### src/rtl/srl16_rs_feed.sv
// Sixteen-stage clock-enabled tap-addressable delay line with a registered,
// sync reset/set output stage and a fill tracker that flags genuine taps.
module srl16_rs_feed #(
    parameter logic [15:0] INIT = 16'h0000
) (
    input  logic       C,
    input  logic       CLR_N,
    input  logic       D,
    input  logic       CE,
    input  logic [3:0] A,
    input  logic       R,
    input  logic       S,
    output logic       Q,
    output logic       VALID,
    output logic       Q15
);

    localparam logic [4:0] FILL_MAX = 5'd16;

    logic [15:0] sr;
    logic [4:0]  fill;

    always_ff @(posedge C or negedge CLR_N) begin
        if (!CLR_N) begin
            sr <= INIT;
        end else if (CE) begin
            sr <= {sr[14:0], D};
        end
    end

    // Saturating count of samples shifted since reset; never wraps.
    always_ff @(posedge C or negedge CLR_N) begin
        if (!CLR_N) begin
            fill <= '0;
        end else if (CE && (fill != FILL_MAX)) begin
            fill <= fill + 5'd1;
        end
    end

    // Tap and fill are both read pre-edge, so Q/VALID describe the same sample.
    always_ff @(posedge C or negedge CLR_N) begin
        if (!CLR_N) begin
            Q     <= 1'b0;
            VALID <= 1'b0;
        end else begin
            if (R) begin
                Q <= 1'b0;
            end else if (S) begin
                Q <= 1'b1;
            end else begin
                Q <= sr[A];
            end
            VALID <= !R && (fill > {1'b0, A});
        end
    end

    assign Q15 = sr[15];

endmodule
### config.mk
export PLATFORM = sky130hd
export DESIGN_NAME = srl16_rs_feed
export DESIGN_NICKNAME = d
export VERILOG_FILES = /design/src/rtl/srl16_rs_feed.sv
export SDC_FILE = /design/constraint.sdc
export NUM_CORES = 1
export LEC_CHECK = 0
export ABC_CLOCK_PERIOD_IN_PS = 1600
export CAP_MARGIN = 25
export CORE_UTILIZATION = 28
export DETAILED_ROUTE_END_ITERATION = 16
export GPL_TIMING_DRIVEN = 1
export PLACE_DENSITY = 0.54
export SKIP_CTS_REPAIR_TIMING = 1
export SLEW_MARGIN = 40
export SYNTH_ARGS = -nofsm -noshare
export SYNTH_HDL_FRONTEND = slang
export SYNTH_SLANG_ARGS = --single-unit
### constraint.sdc
create_clock -name C -period 1.6 [get_ports C]
set_input_delay 0.32 -clock C [delete_from_list [all_inputs] [get_ports C]]
set_output_delay 0.32 -clock C [all_outputs]
set_load 0.02 [all_outputs]
==> metrics.txt <==
status finished, final reports clean; top fanout value on the critical path 2; crit start category flop; Clk Latency, worst-skew pair 0.26 ns; deepest clock path buffer count 2; upper clock frequency limit ~640 MHz; Slew HR 80.18%; chip width roughly 66 um; Final Max Tran Viols 0; vias in the first global route 813; share of layout cells above drive strength 1 30.36%; pin count of the biggest net entering global routing 24; Clock Sink Count 23; Area Growth Syn to Fin 26.22%; average cell area after synthesis 12.92 sq um; Lkg Pwr between 0.6 and 0.7 nW; quantity of I/O buffers inserted on ports 12; final HPWL from detailed placement around 1.5 mm; number of instances in the synthesized netlist 89; global-route usage over all layers ~11%; Worst Setup Path Type flop to flop; residual antenna-violating net count after detailed routing 0; setup violation total in the final timing report 0; total grt overflow 0; crit path capture type flop; RePlAce Congestion 0.7097; Post-Route Setup TNS 0 ns; number of buffers added by the clock tree synthesis step 3; Arrival @ worst endpoint 1.72 ns; Final Skew 0.002926 ns; share of the synthesized area in the top cell type 50.05%; Ports 13; final net count 129; die extent in y between 60 and 70 um; H-tree levels 1; clock tree from TritonCTS yes; starting density of the core 30.27%; count of flip-flops with a built-in enable after synthesis 0; fillcell total approximately 380; part of the cycle the worst path needs 97.87%; via count ~740; fraction of the yosys area taken by sequential cells between 50 and 60%; Core ar. about 3800 sq um; wire length after detailed routing 1.968 mm; # DRC 0; post-synthesis cell type count 25; post-route worst hold slack 0.4115 ns; routed vias/inst 4.644; average wire per cell in the routed design between 10 and 15 um; number of storage elements in the synthesis netlist 23; Max VDD drop 0.0003845 V; number of antenna diodes 0; Worst-Margin Slew 0.2972 ns; Hold Violations, Final 0; Row Count 22; TritonRoute pass-1 iters 2; power density over the cells 1467 nW/um^2; area enclosed by the die boundary 4367 sq um; unrepaired setup endpoints after global routing no; Root Buffer clkbuf_8; Worst Path Required 1.75 ns; cell taking the most area after synthesis dfrtp_1; top flip-flop cell by instance count after synthesis dfrtp_1; share of synthesized registers carrying an async set or reset 100.0%; maximum capacitance violations 0; Post-Synthesis Cell Area 1150 sq um; Iter 0 DRT Violations 19; top cells by area in the synthesized netlist dfrtp_1 (50%), mux2_2 (16%), ha_1 (6.5%); first-pass GRT wire length 3.608 mm; YS warnings 0; Final Critical Period 1.566 ns; most frequent cell after synthesis dfrtp_1; antenna violations before repair 0; path category of the worst min-delay check primary input to asynchronous set/reset pin; clock-pin slew reported for the worst setup and hold paths after clock tree synthesis approximately 0.080 ns; synthesized net count 105; most instantiated cells after synthesis dfrtp_1 (23), mux2_2 (16), ha_1 (6), inv_1 (6), mux2i_1 (5)
## routing by layer
layer | share of wire, % | GRT usage [%] | routed length [um] | vias up
met5 | 0 | 0 | 0 | -
met4 | 1.6 | 4.787 | 31 | 0
met3 | 3.2 | 3.103 | 62 | 5
met2 | 51 | 19.64 | 1003 | 8
met1 | 44 | 12.63 | 870 | 364
li1 | - | - | - | 366
## cell families (layout without fill, tap and decap cells)
group	Yosys count	after routing	synth area share, %
adders and majority gates	6	6	6.529
DFF	23	23	50.05
muxes	24	24	24.26
xor gates and xnor gates	4	4	3.046
and+or+nand+nor	15	15	8.379
buffers and inverters	9	32	3.373
AOI/OAI and AO/OA	8	8	4.354
## where the power goes
group	internal [mW]	switching, mW
clock	0.178	0.175
combinational	0.474	0.323
sequential	0.817	0.162
## path summary, 6_finish.rpt
path | start | end | slack, ns | cells past startpoint
min in group C | fill[4]$_DFFE_PN0P_ | fill[4]$_DFFE_PN0P_ | 0.50 | 1
setup / recovery | fill[0]$_DFFE_PN0P_ | fill[1]$_DFFE_PN0P_ | 0.03 | 5
hold reg to reg | fill[4]$_DFFE_PN0P_ | fill[4]$_DFFE_PN0P_ | 0.50 | 1
setup reg to reg | fill[0]$_DFFE_PN0P_ | fill[1]$_DFFE_PN0P_ | 0.03 | 5
max in group asynchronous | CLR_N | sr[7]$_DFFE_PN0P_ | 0.96 | 2
hold / removal | CLR_N | VALID$_DFF_PN0_ | 0.41 | 2
## flip-flops by register name (all words and copies together) (netlist names)
signal  cells
fill        5
Q           1
sr         16
VALID       1
## metrics by stage
| step | cell area, sq um | power [mW] | util, % | setup slack, ns | std cells |
|---|---|---|---|---|---|
| floorplan | 1150 | 1.479 | - | 0.03400 | 89 |
| global placement | 1401 | 1.763 | 36.89 | -0.1778 | 156 |
| detailed placement | 1401 | 1.795 | 36.89 | -0.2147 | 156 |
| CTS | 1446 | 2.161 | 38.08 | -0.003015 | 160 |
| global route | 1451 | 2.312 | 38.21 | 0.005493 | 160 |
| finish | 1451 | 2.129 | 38.21 | 0.03410 | 160 |
## cells in the final DEF (no fill, tap or decap), types with 2 or more instances in the layout
master,n
dfrtp_1,23
mux2_2,16
clkdlybuf4s50_1,10
buf_4,9
ha_1,6
inv_1,5
mux2i_1,5
nand3_1,4
xnor2_1,4
nor2b_1,3
nand4_1,3
clkbuf_8,3
o21ai_0,2
nor2_1,2
a21oi_1,2
dlymetal6s2s_1,2
## worst max-delay path, cell delays in order (launching register included)
cell and delay [ns]:
dfrtp_1 0.40, inv_2 0.07, ha_1 0.13, or4b_4 0.48, nand2_4 0.09, mux2_4 0.29
## layout make-up
cell class              count  area (sq um)  share of cell area [%]
flip-flops and latches     23         575.6                   39.66
multi-input cells          57         535.5                   36.90
repair buffers             22         212.7                   14.66
well taps                  48         60.06                   4.138
clock buffers               4         45.04                   3.103
inverters                   6         22.52                   1.552
No activity file was read; power rests on OpenSTA's default activity.
